[config.mk]
export PLATFORM = sky130hd
export DESIGN_NAME = dict_mem_arbiter
export DESIGN_NICKNAME = d
export VERILOG_FILES = /design/src/rtl/dict_mem_arbiter.sv
export SDC_FILE = /design/constraint.sdc
export NUM_CORES = 1
export LEC_CHECK = 0
export ABC_AREA = 1
export CAP_MARGIN = 20
export CORE_MARGIN = 1
export CORE_UTILIZATION = 39
export DETAILED_ROUTE_END_ITERATION = 16
export PLACE_DENSITY = 0.95
export SLEW_MARGIN = 20
export SYNTH_ARGS = -nofsm -noshare
export SYNTH_HDL_FRONTEND = slang
export SYNTH_SLANG_ARGS = --single-unit
[constraint.sdc]
create_clock -name clock -period 3.14 [get_ports clock]
set_input_delay 0.471 -clock clock [delete_from_list [all_inputs] [get_ports clock]]
set_output_delay 0.471 -clock clock [all_outputs]
set_load 0.02 [all_outputs]
[src/rtl/dict_mem_arbiter.sv]
// Two-requester arbiter in front of a synchronous-read dictionary ROM.
// Requester A is the processor and requester B is the scan engine.
module dict_mem_arbiter #(
    parameter int ADDR_W    = 12,
    parameter int DATA_W    = 32,
    parameter int MAX_BURST = 8
) (
    input  logic              clock,
    input  logic              reset,
    input  logic              a_req,
    input  logic              b_req,
    input  logic [ADDR_W-1:0] a_addr,
    input  logic [ADDR_W-1:0] b_addr,
    input  logic              a_lock,
    input  logic              b_lock,
    output logic              a_gnt,
    output logic              b_gnt,
    output logic              a_rvalid,
    output logic              b_rvalid,
    output logic [DATA_W-1:0] a_rdata,
    output logic [DATA_W-1:0] b_rdata,
    output logic [ADDR_W-1:0] rom_addr,
    input  logic [DATA_W-1:0] rom_data,
    output logic [15:0]       conflict_cnt
);

    localparam int BURST_W = $clog2(MAX_BURST + 1);
    localparam logic [BURST_W-1:0] BURST_MAX = BURST_W'(MAX_BURST);

    typedef enum logic [1:0] {IDLE, OWN_A, OWN_B} state_t;

    state_t             state;
    logic               last_b;
    logic [BURST_W-1:0] burst;
    logic               grant_a;
    logic               grant_b;
    logic               owner_locked;

    // A lock only counts when it comes from the current owner; with a single
    // requester the lock never matters, so a lock with req low is ignored.
    always_comb begin
        grant_a      = 1'b0;
        grant_b      = 1'b0;
        owner_locked = (state == OWN_A && a_lock) || (state == OWN_B && b_lock);
        if (reset) begin
            if (a_req && !b_req) begin
                grant_a = 1'b1;
            end else if (b_req && !a_req) begin
                grant_b = 1'b1;
            end else if (a_req && b_req) begin
                if (owner_locked && burst < BURST_MAX) begin
                    grant_a = (state == OWN_A);
                    grant_b = (state == OWN_B);
                end else if (last_b) begin
                    grant_a = 1'b1;
                end else begin
                    grant_b = 1'b1;
                end
            end
        end
    end

    assign a_gnt    = grant_a;
    assign b_gnt    = grant_b;
    assign rom_addr = grant_a ? a_addr : (grant_b ? b_addr : '0);
    assign a_rdata  = a_rvalid ? rom_data : '0;
    assign b_rdata  = b_rvalid ? rom_data : '0;

    // Owner/burst bookkeeping; clearing rvalid on reset drops any in-flight read.
    always_ff @(posedge clock or negedge reset) begin
        if (!reset) begin
            state        <= IDLE;
            last_b       <= 1'b1;
            burst        <= '0;
            a_rvalid     <= 1'b0;
            b_rvalid     <= 1'b0;
            conflict_cnt <= '0;
        end else begin
            a_rvalid <= grant_a;
            b_rvalid <= grant_b;
            if (a_req && b_req && conflict_cnt != 16'hFFFF) begin
                conflict_cnt <= conflict_cnt + 16'd1;
            end
            if (grant_a) begin
                state  <= OWN_A;
                last_b <= 1'b0;
                if (state != OWN_A) begin
                    burst <= BURST_W'(1);
                end else if (burst != BURST_MAX) begin
                    burst <= burst + BURST_W'(1);
                end
            end else if (grant_b) begin
                state  <= OWN_B;
                last_b <= 1'b1;
                if (state != OWN_B) begin
                    burst <= BURST_W'(1);
                end else if (burst != BURST_MAX) begin
                    burst <= burst + BURST_W'(1);
                end
            end else begin
                state <= IDLE;
                burst <= '0;
            end
        end
    end

endmodule

==> out/results.txt <==
GRT overflow: 0
Vias: 2800
Max Fclk: 0.3517 GHz
Distinct cells, synth: 27
Post-synth top area share: 25.48%
Crit start category: input pin
Cell row count: 27
Setup bufs post-CTS: 0
WL/cell: 12.00 um
Routed WL: 7.199 mm
Sequential area share after synthesis: 26.65%
Antenna Cells: 0
Sequential power share: 33.5%
Slew margin rel.: 58.20%
Initial antenna violation count: 0
Reg2Reg Depth: 8
Vias per cell: 4.667
Dpl hpwl: 5.902 mm
Final std cells w/o fill: 600
Post-cts resize count: 0
Synth Area in XOR/XNOR: 5.429%
CTS Buf Count: 3
Total negative slack: 0 ns
PwrDens: 300.5 nW/um^2
Post-Syn Area: 2258 sq um
Worst slew pin tran: 0.6263 ns
Peak supply drop: 0.0004584 V
Final Hold Vio Count: 0
Fin Clk Skew: 0.001396 ns
Synth area leader: dfrtp_1
Routed Antenna Nets: 0
Int Pwr: 0.0007344 W
DRT iter0 DRCs: 88
Status: finished clean
Fillcell total: 431
Hold_ws: 0.5225 ns
Initial core utilization: 40.76%
Die W: 78.10 um
GRT Total Usage: 23.66%
Crit path required time: 2.67 ns
Register-to-register setup slack: 1.29 ns
Largest net degree at the start of global routing: 35
Clk root buf: clkbuf_8
Post-synthesis cell count: 375
Switching Share: 37.75%
Worst Hold Path EP: last_b
Synth Area in Compound Gates: 2.382%
Inst Count DP: 596
Die Y-Extent: 78.10 um
Main combinational cell family by area after synthesis: simple AND/OR/NAND/NOR gates
Commonest non-fill, non-tap cell in the layout: clkdlybuf4s50_1
Critical Path AT: 2.37 ns
IO buf count: 157
FF-to-FF End: conflict_cnt[9]
Area occupied by multi-input gates: 1259 sq um
Final net count: 594
Switching power: 0.0004453 W
Clock slew at reported path FFs: 0.08 ns
Core Region: 5540 sq um
Post-CTS Hold Buffers: 0
H-tree levels: 1
Mean post-synth cell area: 6.022 sq um
CTS max path bufs: 2
Syn_nets: 440
Area Growth Syn to Fin: 73.79%
Hold path depth: 2
Synthesis Warnings: 0
Detailed Routing Iterations Pass 1: 4
Combinational power share: 49.2%
Max-capacitance violation count: 0
Leakage power: 2.123 nW
Minimum clock period: 2.844 ns
Total die area: 6099 sq um
CTS Sinks: 24
Hold Path Origin: last_b
CP Class: in -> out
Period utilization: 90.56%
Max Slew Vio Count: 0
Clock power frac: 17.3%
Register area: 601.8 sq um
Final setup viols: 0
Most frequent cells in the layout: clkdlybuf4s50_1 (157), nand2_1 (152), inv_1 (77), nand3_1 (31)
Mux cell area share after synthesis: 0%
Worst skew pair latency: 0.26 ns
Post-Synth Adder-Cell Area: 1.662%
Via count of the first global-routing pass: 2641
Residual DRC: 0
Yosys reg bits: 24
I/O pins: 158
CTS tree: done
Global-route wire length before repair: 11.72 mm
CP Capture Type: output pin
Worst flop-to-flop path startpoint: conflict_cnt[0]
Layout cell share with drive strength beyond 1: 7.197%
Max Fanout on Critical Path: 17
Class of the worst hold path: reg -> reg
Final GP Congestion: 0.8577
Unrepaired setup endpoints after global routing: false
Synth area leaders: dfrtp_1 (25%), nand2_1 (25%), inv_1 (13%)
Simple-gate share of the synthesized area: 46.26%
[kinds of logic after synthesis]
group,count (synthesis)
DFF,24
AOI/OAI and AO/OA,8
and+or+nand+nor,231
adders and majority gates,3
xor gates and xnor gates,14
buffers and inverters,95
[worst max-delay path by stage]
stage | startpoint | to | slack [ns] | depth (start not counted)
after floorplan | state[0] | rom_addr[10] | 1.23 | 11
after global placement | b_lock | b_gnt | 0.37 | 10
after detailed placement | b_lock | b_gnt | 0.30 | 10
after CTS | b_lock | b_gnt | 0.30 | 10
after global routing | b_lock | b_gnt | 0.18 | 10
final | b_lock | b_gnt | 0.30 | 10
[metal layers]
layer  vias to the layer above  track usage, %  wire length, um
met1                      1267           24.46             2579
li1                       1402               -                -
met2                       113           45.70             3891
met3                        18           4.535              489
met5                         -               0                0
met4                         0           10.37              239
[final cells by class]
class                      count  area share [%]
multi-input combinational    256           32.07
timing repair buffer         162           40.99
clock buffer                   4           1.403
inverter                      82           7.906
tap                           72           2.295
sequential                    24           15.33
[power groups by stage]
stage | Combinational (W) | Sequential [W] | Clock, W
after CTS | 0.000583 | 0.000394 | 0.000212
after detailed placement | 0.000581 | 0.000399 | 0
final | 0.000580 | 0.000395 | 0.000205
after global placement | 0.000563 | 0.000398 | 0
after floorplan | 0.000264 | 0.000429 | 0
after global routing | 0.000626 | 0.000401 | 0.000222
[synth_stat cells]
| master | count |
|---|---|
| inv_4 | 1 |
| nor3_1 | 1 |
| buf_4 | 1 |
| ha_1 | 3 |
| clkbuf_1 | 6 |
| buf_2 | 1 |
| nand3_4 | 1 |
| inv_1 | 77 |
| nand2_2 | 4 |
| xnor2_1 | 10 |
| nand2_1 | 152 |
| nand3_2 | 11 |
| clkinv_1 | 2 |
| o21bai_4 | 1 |
| nand3_1 | 31 |
| nand2_4 | 3 |
| nor2_1 | 23 |
| nor2_2 | 3 |
| nor2_4 | 2 |
| dfstp_2 | 1 |
| o21ai_0 | 7 |
| buf_1 | 1 |
| buf_6 | 3 |
| buf_8 | 1 |
| xor2_1 | 4 |
| dfrtp_1 | 23 |
| inv_2 | 2 |
[critical path, stage by stage]
cell and delay [ns]:
clkdlybuf4s50_1 0.45, nand3_1 0.09, nand2_2 0.10, nand2_2 0.06, nand2_4 0.07, nand2_2 0.07, nand2_4 0.20, nand2_1 0.14
inv_1 0.10, clkdlybuf4s50_1 0.61
[state kept, by name, summed over array words and instances (netlist names)]
signal	flops
burst	4
conflict_cnt	16
state	2
last_b	1
b_rvalid	1
[metrics by stage]
step / util, % / worst slack (ns) / cell area (sq um) / total power (W)
floorplan: - / 1.229 / 2258 / 0.0006924
global placement: 69.85 / 0.3662 / 3870 / 0.0009613
detailed placement: 69.85 / 0.3023 / 3870 / 0.0009797
CTS: 70.84 / 0.2955 / 3925 / 0.001189
global route: 70.84 / 0.1830 / 3925 / 0.001249
finish: 70.84 / 0.2965 / 3925 / 0.001180
Note: power is estimated with default switching activity, not from simulation.
